## src/rtl/alu_share_arbiter.sv

```systemverilog
// alu_share_arbiter: two issue slots share one ALU datapath.
//
// A round-robin arbiter picks at most one request per cycle. The chosen operation runs through
// the ALU and its result is captured in a one-entry output stage that drains to writeback over
// a valid/ready handshake. The stage can drain and refill in the same cycle.
//
// Ports:
//   clk, reset                  clock; synchronous active-high reset
//   req{0,1}_valid / _ready     per-slot request handshake
//   req{0,1}_alucontrol         3-bit ALU op code
//   req{0,1}_a, _b, _shamt      operands and shift amount
//   req{0,1}_tag                tag returned alongside the result
//   res_valid / res_ready       output stage handshake
//   res_src, res_tag            issuing slot and its tag
//   res_data, res_zero          ALU result and (res_data == 0)
//
// Optional build macro ALU_ARB_PERF_EN adds perf_conflict_cnt (cycles with both slots valid)
// and perf_stall_cnt (cycles with the output stage stalled). Both are 32-bit and wrap.

module alu_share_arbiter #(
  parameter int unsigned WIDTH = 32,
  parameter int unsigned TAG_W = 4
) (
  input  logic             clk,
  input  logic             reset,
  input  logic             req0_valid,
  output logic             req0_ready,
  input  logic [2:0]       req0_alucontrol,
  input  logic [WIDTH-1:0] req0_a,
  input  logic [WIDTH-1:0] req0_b,
  input  logic [4:0]       req0_shamt,
  input  logic [TAG_W-1:0] req0_tag,
  input  logic             req1_valid,
  output logic             req1_ready,
  input  logic [2:0]       req1_alucontrol,
  input  logic [WIDTH-1:0] req1_a,
  input  logic [WIDTH-1:0] req1_b,
  input  logic [4:0]       req1_shamt,
  input  logic [TAG_W-1:0] req1_tag,
  output logic             res_valid,
  input  logic             res_ready,
  output logic             res_src,
  output logic [TAG_W-1:0] res_tag,
  output logic [WIDTH-1:0] res_data,
  output logic             res_zero
`ifdef ALU_ARB_PERF_EN
  ,
  output logic [31:0]      perf_conflict_cnt,
  output logic [31:0]      perf_stall_cnt
`endif
);

  logic             res_valid_q, res_valid_d;
  logic             res_src_q, res_src_d;
  logic [TAG_W-1:0] res_tag_q, res_tag_d;
  logic [WIDTH-1:0] res_data_q, res_data_d;
  logic             res_zero_q, res_zero_d;
  logic             last_grant_q, last_grant_d;

  logic             can_accept;
  logic             gnt_sel;
  logic             accept;

  logic [2:0]              sel_op;
  logic [WIDTH-1:0]        sel_a;
  logic [WIDTH-1:0]        sel_b;
  logic [4:0]              sel_shamt;
  logic [TAG_W-1:0]        sel_tag;
  logic signed [WIDTH-1:0] sel_b_s;
  logic [WIDTH-1:0]        alu_y;

  // Arbitration. gnt_sel is only meaningful when accept is high.
  always_comb begin
    can_accept = !res_valid_q || res_ready;
    gnt_sel    = 1'b0;
    if (req0_valid && req1_valid) begin
      gnt_sel = ~last_grant_q;
    end else if (req1_valid) begin
      gnt_sel = 1'b1;
    end
    // Reset drops any same-cycle accept, so ready is forced low while reset is high.
    accept = (req0_valid || req1_valid) && can_accept && !reset;
  end

  assign req0_ready = accept && !gnt_sel;
  assign req1_ready = accept && gnt_sel;

  // Operand mux feeding the shared ALU.
  always_comb begin
    if (gnt_sel) begin
      sel_op    = req1_alucontrol;
      sel_a     = req1_a;
      sel_b     = req1_b;
      sel_shamt = req1_shamt;
      sel_tag   = req1_tag;
    end else begin
      sel_op    = req0_alucontrol;
      sel_a     = req0_a;
      sel_b     = req0_b;
      sel_shamt = req0_shamt;
      sel_tag   = req0_tag;
    end
  end

  assign sel_b_s = sel_b;

  // Shared ALU. Shifts take their data from operand B; operand A is unused for them.
  always_comb begin
    alu_y = '0;
    case (sel_op)
      3'b000: alu_y = sel_a & sel_b;
      3'b001: alu_y = sel_a | sel_b;
      3'b010: alu_y = sel_a + sel_b;
      3'b011: alu_y = sel_a - sel_b;
      3'b100: alu_y = sel_b << sel_shamt;
      3'b101: alu_y = sel_b >> sel_shamt;
      3'b110: alu_y = sel_b_s >>> sel_shamt;
      3'b111: alu_y[0] = $signed(sel_a) < $signed(sel_b);
      default: alu_y = '0;
    endcase
  end

  // Output stage next state.
  always_comb begin
    res_valid_d  = res_valid_q;
    res_src_d    = res_src_q;
    res_tag_d    = res_tag_q;
    res_data_d   = res_data_q;
    res_zero_d   = res_zero_q;
    last_grant_d = last_grant_q;
    if (accept) begin
      res_valid_d  = 1'b1;
      res_src_d    = gnt_sel;
      res_tag_d    = sel_tag;
      res_data_d   = alu_y;
      res_zero_d   = (alu_y == '0);
      last_grant_d = gnt_sel;
    end else if (res_ready) begin
      res_valid_d = 1'b0;
    end
  end

  always_ff @(posedge clk) begin
    if (reset) begin
      res_valid_q  <= 1'b0;
      res_src_q    <= 1'b0;
      res_tag_q    <= '0;
      res_data_q   <= '0;
      res_zero_q   <= 1'b1;
      // Pointing at slot 1 lets slot 0 win the first conflict.
      last_grant_q <= 1'b1;
    end else begin
      res_valid_q  <= res_valid_d;
      res_src_q    <= res_src_d;
      res_tag_q    <= res_tag_d;
      res_data_q   <= res_data_d;
      res_zero_q   <= res_zero_d;
      last_grant_q <= last_grant_d;
    end
  end

  assign res_valid = res_valid_q;
  assign res_src   = res_src_q;
  assign res_tag   = res_tag_q;
  assign res_data  = res_data_q;
  assign res_zero  = res_zero_q;

`ifdef ALU_ARB_PERF_EN
  logic [31:0] perf_conflict_q;
  logic [31:0] perf_stall_q;

  always_ff @(posedge clk) begin
    if (reset) begin
      perf_conflict_q <= '0;
      perf_stall_q    <= '0;
    end else begin
      if (req0_valid && req1_valid) begin
        perf_conflict_q <= perf_conflict_q + 32'd1;
      end
      if (res_valid_q && !res_ready) begin
        perf_stall_q <= perf_stall_q + 32'd1;
      end
    end
  end

  assign perf_conflict_cnt = perf_conflict_q;
  assign perf_stall_cnt    = perf_stall_q;
`endif

endmodule

```

## config.mk

```make
export PLATFORM = sky130hd
export DESIGN_NAME = alu_share_arbiter
export DESIGN_NICKNAME = d
export VERILOG_FILES = /design/src/rtl/alu_share_arbiter.sv
export SDC_FILE = /design/constraint.sdc
export NUM_CORES = 1
export LEC_CHECK = 0
export CAP_MARGIN = 20
export CORE_MARGIN = 2
export CORE_UTILIZATION = 30
export DETAILED_ROUTE_END_ITERATION = 8
export DONT_BUFFER_PORTS = 1
export PLACE_DENSITY = 0.44
export SLEW_MARGIN = 15
export SYNTH_ARGS = -nofsm -noshare
export SYNTH_HDL_FRONTEND = slang
export SYNTH_SLANG_ARGS = --single-unit
```

## constraint.sdc

```tcl
create_clock -name clk -period 7.09 [get_ports clk]
set_input_delay 1.418 -clock clk [delete_from_list [all_inputs] [get_ports clk]]
set_output_delay 1.418 -clock clk [all_outputs]
set_load 0.02 [all_outputs]
```

# Word level (Yosys, flattened, before mapping)
# Cells that the tools add are included.
classes:
  n_addsub: 2
  magnitude_cmp: 1
  eq_ne: 7
  shifts: 3
  muxes: 11
  bitwise_logic: 3
  reduce_logical: 13
ops:
  columns: ["cell", "count"]
  rows:
  - ["case mux 31 bit (7 select lines)", 1]
  - ["two-way mux 32 bit", 2]
  - ["adder 32 bit", 1]
  - ["AND 32 bit", 1]
  - ["logical NOT 32 bit", 1]
  - ["less-than comparator 32 bit", 1]
  - ["bitwise OR 32 bit", 1]
  - ["<< shifter 32 x 5 -> 32 bit", 1]
  - ["right shift 32 x 5 -> 32 bit", 1]
  - [">>> shifter 32 x 5 -> 32 bit", 1]
  - ["subtractor 32 bit", 1]
  - ["equality test 3 bit, second input constant", 4]
  - ["case mux 1 bit (8 select lines)", 1]
  - ["equality test 3 x 2 -> 1 bit, second input constant", 2]
  - ["logical AND 1 bit", 5]
  - ["two-way mux 5 bit", 1]
  - ["two-way mux 1 bit", 4]
  - ["two-way mux 4 bit", 1]
  - ["equality test 3 x 1 -> 1 bit, second input constant", 1]
  - ["logical NOT 1 bit", 3]
  - ["logical NOT 3 bit", 1]
  - ["two-way mux 3 bit", 1]
  - ["logical OR 1 bit", 2]
  - ["nonzero test 2 bit", 1]
  - ["NOT 1 bit", 1]
word_totals:
  reg_bits: 40
  in_bits: 157
  out_inout_bits: 41

# Depth between registers and ports, before layout
# Gate-level depths: netlist of the first run.
depth:
  depth_word: 6
  depth_mapped: 24
  mapped_depth_nobuf: 18

# Worst setup path after synthesis of the first run
# Ideal clock, no wire load.
synth_timing:
  path_kind: "input to register"
  from: "input req1_valid"
  to: "register res_zero_q, in the netlist res_zero"
  setup_ps: 69
  arrival_ps: 6728
  t_required_ps: 7021
  setup_slack_ps: 293
  path_stages: 23
  path_buffers: 8
  cell_sequence: "a21bo_1 buf_6 buf_6 buf_2 clkbuf_1 clkbuf_1 clkbuf_1 clkbuf_1 nand2_1 nand2_1 ha_1 buf_2 or3_1 or4_1 nor3_1 a221oi_1 a21oi_2 nand4_1 a221o_1 nor4_1 nand4_1 or4_1 o21ai_1"
synth_between:
  elab_chain_cells: 6
synth_lines:
  columns: ["item", "line", "source"]
  rows:
  - ["start: declaration", "33", "input logic req1_valid,"]
  - ["two-way mux 1 bit / logical AND 1 bit (equally long branches)", "78, 76", null]
  - ["two-way mux 1 bit", "76", "if (req0_valid && req1_valid) begin"]
  - ["two-way mux 32 bit (tied with other cells)", "90", "if (gnt_sel) begin"]
  - ["subtractor 32 bit (tied with other cells)", "114", "3'b011: alu_y = sel_a - sel_b;"]
  - ["case mux 1 bit (8 select lines) / case mux 31 bit (7 select lines) (equally long branches)", "110", "case (sel_op)"]
  - ["logical NOT 32 bit", "136", "res_zero_d = (alu_y == '0);"]
  - ["end signal: assignment", "157", "res_zero_q <= res_zero_d;"]
  - ["end: declaration", "57", "logic res_zero_q, res_zero_d;"]
# Several ways; a longest one is shown, not always the timed one.
# A chain may end at the register's enable or synchronous reset.

# Worst setup path after layout of the first run
# Ends and elaborated chain as after synthesis.

==> results of run 1 <==
==> flip-flops by register name (all words and copies together), names as in the netlist <==
| register | count |
|---|---|
| res_valid | 1 |
| last_grant_q | 1 |
| res_zero | 1 |
| res_data | 32 |
| res_src | 1 |
| res_tag | 4 |
==> where the power goes <==
| group | leakage, nW | switching [W] | total, W | internal, W |
|---|---|---|---|---|
| Sequential | 0.332 | 0.0000595 | 0.000315 | 0.000256 |
| Clock | 0.0871 | 0.0000953 | 0.000272 | 0.000176 |
| Combinational | 5.83 | 0.00110 | 0.00165 | 0.000557 |
| Total | 6.25 | 0.00125 | 0.00224 | 0.000989 |
==> area by class of cell <==
class / count / area share
Clock inverter: 2 / 0.00274
Multi-Input combinational cell: 1690 / 0.809
Timing Repair Buffer: 76 / 0.0430
Clock buffer: 6 / 0.00982
Sequential cell: 40 / 0.0566
Inverter: 101 / 0.0268
Tap cell: 585 / 0.0517
==> stage by stage <==
| step | setup TNS [ns] | utilization | total power [W] | std cells | instance area, sq um |
|---|---|---|---|---|---|
| after floorplan | 0 | - | 0.00138 | 1979 | 13200 |
| after global placement | 0 | 0.323 | 0.00194 | 2492 | 14000 |
| after detailed placement | -0.0152 | 0.323 | 0.00193 | 2492 | 14000 |
| after CTS | 0 | 0.327 | 0.00221 | 2500 | 14100 |
| after global routing | 0 | 0.327 | 0.00237 | 2500 | 14100 |
| final | 0 | 0.327 | 0.00224 | 2500 | 14100 |
==> cell usage in the layout (no fill, tap or decap), types with 58 or more instances in the layout <==
cell type,n
ha_1,108
a211oi_1,58
o21ai_0,90
buf_4,73
nand2_1,334
nor3_1,77
mux2i_1,248
a21oi_1,113
inv_1,100
nor2_1,190
==> worst max-delay path by stage <==
stage | startpoint | to | slack [ns] | depth (start not counted)
detailed placement | req1_valid | res_zero | -0.02 | 16
global placement | req1_valid | res_zero | 0.008 | 16
global route | req1_valid | res_zero | 0.009 | 16
floorplan | req1_valid | res_zero | 0.29 | 23
CTS | req1_valid | res_zero | 0.28 | 16
finish | req1_valid | res_zero | 0.19 | 16
==> critical path, cell delays in order <==
cell,delay [ns]
a21bo_4,0.45
buf_4,0.31
nand2_1,0.07
nand2_1,0.18
ha_1,0.41
or3_1,0.49
or4_1,0.60
nor3_1,0.46
a221oi_1,0.26
a21oi_2,0.49
nand4_1,0.30
a221o_1,0.47
nor4_1,0.33
nand4_1,0.18
or4_1,0.50
o21ai_1,0.14
==> routing by layer <==
layer	vias to the layer above	GRT usage	part of all wire
met5	-	0	0
met3	124	0.0338	0.065
met4	0	0.0833	0.035
met1	7661	0.411	0.44
met2	746	0.503	0.46
li1	7101	-	-
==> synthesized netlist by cell type (26+ instances only) <==
| library cell | n | area share |
|---|---|---|
| nor3_1 | 77 | 0.029 |
| a21oi_1 | 113 | 0.043 |
| nand3_1 | 38 | 0.014 |
| clkbuf_1 | 78 | 0.022 |
| o211ai_1 | 33 | 0.019 |
| a211oi_1 | 58 | 0.033 |
| mux2_2 | 26 | 0.022 |
| dfxtp_1 | 40 | 0.060 |
| inv_1 | 100 | 0.028 |
| ha_1 | 108 | 0.10 |
| nand2_1 | 334 | 0.095 |
| buf_2 | 39 | 0.015 |
| o21ai_0 | 91 | 0.034 |
| mux2i_1 | 252 | 0.19 |
| nor2_1 | 190 | 0.054 |
==> logic make-up after synthesis <==
kind of cell	count (synthesis)	share of synthesized area
flip-flops	40	0.0605
AND/OR/NAND/NOR	754	0.250
AO/OA/AOI/OAI	528	0.276
multiplexers	284	0.221
buffers and inverters	249	0.0786
adder cells (fa/ha/maj)	110	0.105
XOR/XNOR	14	0.00926
==> impl_summary.md, run 1 <==
Die
The count of boundary I/O pins is between 150 and 200. The floorplan has between 70 and 80 rows. The total area inside the core boundary comes to around 43000 sq um. The die area is between 40000 and 50000 sq um. The starting density of the core is 0.306. Measured along the x axis, the die boundary spans ~210 um. The floorplan step set the die height to between 200 and 250 um.

Worst setup path
By startpoint and endpoint, the worst setup path is classified as in2reg. STA classifies the critical path endpoint as a register. The startpoint identified for the worst register-to-register timing path is last_grant_q.

The maximum net fanout on the critical path is 24. The slack of the worst reg-to-reg path is just over 0.9 ns. The number of cells on the worst reg-to-reg path is 16.

Data arrives at the worst endpoint at 7.12 ns. The kind of start point of the critical path is a primary input. The reg-to-reg critical path endpoint is res_zero.

The endpoint required time on the critical path is 7.31 ns.

Timing
The clock period could shrink to just under 7 ns. The portion of the clock cycle consumed by the worst path in the final layout is 0.973. Setup violations remaining at the end of the flow were counted as 0.

The worst setup margin is between 0.15 and 0.2 ns. Measured against its own limit, the worst slew margin works out to 0.184. The slew at the pin with the worst max-slew slack is about 1.2 ns. Based on the critical path, the design can be clocked at up to about 150 MHz. The number of max-slew violations in the final report is 0. The clock arrives with about 0.011 ns of skew.

Setup repair after global routing left no endpoint under its margin. The number of hold violations in the final report is 0. On the final layout, the worst hold slack is 0.562 ns.

Logic synthesis
The async set or reset register ratio after synthesis is 0. The number of synthesized flops with an enable pin is 0. Among all flip-flop cells after synthesis, the most frequent one is dfxtp_1. In this run the mean area of a mapped cell was around 6.7 sq um. Yosys printed 0 warnings. The mapped cell area is about 13000 sq um. Synthesis produced a netlist whose cell count is between 1500 and 2000. In this run, distinct cell masters in the synthesized netlist total 86. Synthesis produced a netlist with a net count of 2246. The synthesis-stage register bit count is 40. The sequential-to-total area share from yosys stat is 0.0605.

Placed design
Summed over all nets, the half-perimeter wirelength after detailed placement is 58500 um. The worst slack after detailed placement is -0.0152 ns. The count of input and output buffers is 0. Routability-driven placement finished with a final weighted congestion of 1.00.

Global route
For this run the aggregate overflow at the end of global routing stands at 0. The initial antenna violation count came to 1. Across every metal layer, demand over resource in global routing totals 0.302. The wire length of the first global-routing pass is 105000 um. The number of global-route vias before repair came to around 15000. The largest net degree at the start of global routing is between 60 and 70.

Min path
The path class of the lowest-slack min-delay path is reg2reg. The path with the worst hold slack has its endpoint at res_src. The startpoint of the most critical hold path is res_src. The worst hold path passes through 2 cells.

Clock network
The total number of clock tree sinks is 40. Once the clock tree was built, the resizer swapped 0 gates to a different size. Clock-pin slew was measured on the worst setup and hold paths at around 0.07 ns. The root buffer cell is clkbuf_16. In this run the deepest clock path goes through 2 buffers. The number of setup buffers added after CTS is 0. The clock tree from TritonCTS is done. The clock latency at the later pin of the worst-skew pair is 0.29 ns. For this design, the CTS-stage hold fixing added 0 buffers. The number of buffers inserted during clock tree synthesis is 5. The H-tree was split into 2 levels.

Routing
After detailed routing, the total wire length is 72500 um. Before antenna repair, the detailed router went through 5 iterations. The number of nets with antenna violations after detailed routing is 0. The initial detailed-routing violation count is roughly 1900. The routed wirelength normalized by instance count is roughly 29 um. The number of vias per cell is 6.25. Across all layers, the routed design uses between 15000 and 20000 vias. The remaining routing DRC violations is 0.

Cells and area
The number of filler instances in the final layout is approximately 4900. Of the cells placed in the final design, the portion with a size suffix greater than 1 is 0.0757. Compared with the post-synthesis result, the final layout area differs by 6.86%.

In the final layout, flip-flops and latches occupy around 800 sq um. In the final design database the tool counted roughly 2200 nets. The multi-input combinational cells in the finished layout cover a total of between 10000 and 15000 sq um.

The number of antenna diodes is 0.

Run
The max capacitance violation total is 0.

Status
The flow ran to the end, and the final reports show no timing, DRC or antenna violations.

Pwr
The power density over the cells is about 160 nW/um^2. IR analysis of the VDD net gives a maximum drop of 96.5 uV. The static leakage is about 6.2 nW.
Note: power is estimated with default switching activity, not from simulation.
==> inputs of run 2 (changes only) <==
Settings changed: SLEW_MARGIN 15 to 20.
==> results of run 2 <==
No change in the layout: final DEF, timing and power equal those of run 1.
==> inputs of run 3 (changes only) <==
Settings changed: GPL_ROUTABILITY_DRIVEN set to 0, HOLD_SLACK_MARGIN set to 0.05, RECOVER_POWER set to 50.
==> impl_summary.md, run 3 (synthesized netlist as in run 1, its figures left out) <==
Worst setup path
The timing startpoint of the critical path is req1_valid. STA classifies the critical path startpoint as a primary input. The critical path arrival is ~6.8 ns. The startpoint identified for the worst register-to-register timing path is last_grant_q.

Of all nets on the critical path, the largest fanout is 75. The slowest cell on the critical path is or4_1. The endpoint required time on the critical path is between 7 and 8 ns. The signal on the critical path passes through a21boi_4 > buf_12 > nand2_1 > nand2_1 > ha_1 > or2_2 > or4_1 > nor3_1 > a221oi_1 > a21oi_2 > nand4_1 > a221o_1 > nor4_1 > nand4_1 > or4_1 > o21ai_1.

The endpoint kind of the worst setup timing path is a register. On the worst path, the slowest cell contributes a delay of between 0.5 and 0.6 ns. The category of the most critical setup path is in2reg.

Global route
For this run, the total global-route usage over all layers was measured as 0.286. After global routing the overflow that remains totals 0. The largest net degree at the start of global routing is 76.

The wire length of the first global-routing pass is 101000 um. The number of global-route vias before repair is roughly 15000. The initial antenna violation count came to 1.

Timing
The worst clock skew is around 0.0032 ns. The final hold slack is 0.560 ns. The shortest clock period the worst path allows after layout is 6.60 ns. Dividing the final minimum period by the clock period gives 0.931. The number of hold violations in the final report came to 0. Static timing analysis puts the maximum clock frequency at about 150 MHz. For the pin with the worst max-slew slack, the measured transition is approximately 1.3 ns. Setup repair after global routing left no endpoint under its margin.

In this run the tightest slew margin relative to its limit is 0.119. The number of max-slew violations in the final report came to 0. Adding up every negative setup slack in the final design gives 0 ns.

The final count of negative-setup-slack endpoints is 0.

Die
The placeable core region is ~43000 sq um. The die area is around 46000 sq um. The die is 214 um wide. The starting density of the core is 0.306. The vertical die dimension is roughly 210 um.

The number of rows created at floorplan is 76. During I/O placement, the number of pins put on the boundary was 198.

Clock network
The clock-pin slew on the worst setup and hold paths is ~0.060 ns. The clock tree from TritonCTS is done. The number of buffers inserted during clock tree synthesis is 5. The H-tree was split into 2 levels. The longest clock path from root to sink contains 2 buffers.

The root buffer cell is clkbuf_16. Clock latency on the worst-skew pair, taken at its later pin, is between 0.2 and 0.3 ns. After clock tree synthesis, the flow added hold-fix buffers numbering 0.

The number of buffers inserted to repair setup after CTS is 0. The total number of clock tree sinks is 40. Once the clock tree was built, the resizer swapped 0 gates to a different size.

Routing
The initial detailed-routing violation count is 2149. Dividing the detail-routed via count by the number of cells gives roughly 6.3. The remaining routing DRC violations is 0. The number of vias after detailed routing is approximately 16000. The detailed-router iteration count before antenna repair is 9. The routed wirelength normalized by instance count is 27.6 um.

Once detail routing completed, the nets flagged for antenna violations numbered 0. The post-detailed-routing wire length is between 60000 and 70000 um.

Placed design
Including well taps, the total number of placed cells is about 2500. The count of input and output buffers is 0. The post-detailed-placement half-perimeter wirelength is 53900 um.

Pwr
The power density over the cells is 156 nW/um^2. The total power draw is 0.00219 W. For this design the static power due to leakage is between 6 and 7 nW.

VDD sags by at most between 100 and 150 uV.

Status
The flow ran to the end, and the final reports show no timing, DRC or antenna violations.

Cells and area
The layout has between 4000 and 5000 filler cells. The number of nets in the final layout is about 2200. In the layout the commonest cells are 334 x nand2_1, 248 x mux2i_1, 190 x nor2_1. The post-layout instance count excluding filler cells is 2485. Of the cells placed in the final design, the portion with a size suffix greater than 1 is 0.0679. The number of flip-flops under the largest register name is 32. Leaving out fill and tap cells, the most frequent cell in the layout is nand2_1. The area growth from synthesis to layout is 6.07%.

Min path
In this run the worst hold path is classified as reg2reg. The startpoint of the most critical hold path is res_src.

Run
The max capacitance violation total is 0.
[run 3: changes by cell type in the layout (fill, tap and decap cells not counted), sizes merged]
cell,before,now
clkinv,2,1
diode,0,1
clkbuf,6,5
buf,76,60
inv,100,101
clkinvlp,0,1
[run 3: worst max-delay path: cells and delay by family]
kind / cells / cell delay, ns
AO/OA/AOI/OAI: 5 / 1.59
adder cells (fa/ha/maj): 1 / 0.43
buffers and inverters: 1 / 0.35
AND/OR/NAND/NOR: 9 / 2.90
[run 3: worst paths after layout]
kind                                 end  slack [ns]  cells after the start
worst min-delay path             res_src        0.56                      2
worst max-delay path            res_zero        0.49                     16
worst max register to register  res_zero        1.26                     16
worst min register to register   res_src        0.56                      2
[run 3: final cells by class]
cell class	count	area [sq um]	area share
clock buffers	5	125	0.00891
repair buffers	60	500	0.0356
inverters	101	379	0.0270
well taps	585	732	0.0521
flip-flops and latches	40	801	0.0570
diodes	1	2.50	0.000178
multi-input cells	1690	11500	0.816
clock inverters	3	46.3	0.00330
[run 3: routing by layer]
| layer | GRT usage | part of all wire |
|---|---|---|
| met4 | 0.116 | 0.051 |
| met1 | 0.376 | 0.42 |
| met5 | 0 | 0 |
| met3 | 0.0559 | 0.088 |
| met2 | 0.457 | 0.45 |
[run 3: report_power, final]
part	internal [W]	switching, W
sequential	0.000255	0.0000601
clock	0.000167	0.000100
combinational	0.000545	0.00106
total	0.000968	0.00122
[run 3: per-stage QoR]
stage | instance area (sq um) | setup slack [ns] | utilization
floorplan | 13200 | 0.293 | -
global placement | 13900 | 0.368 | 0.320
detailed placement | 13900 | 0.413 | 0.320
CTS | 14000 | 0.697 | 0.324
global route | 14000 | 0.293 | 0.324
finish | 14000 | 0.490 | 0.324
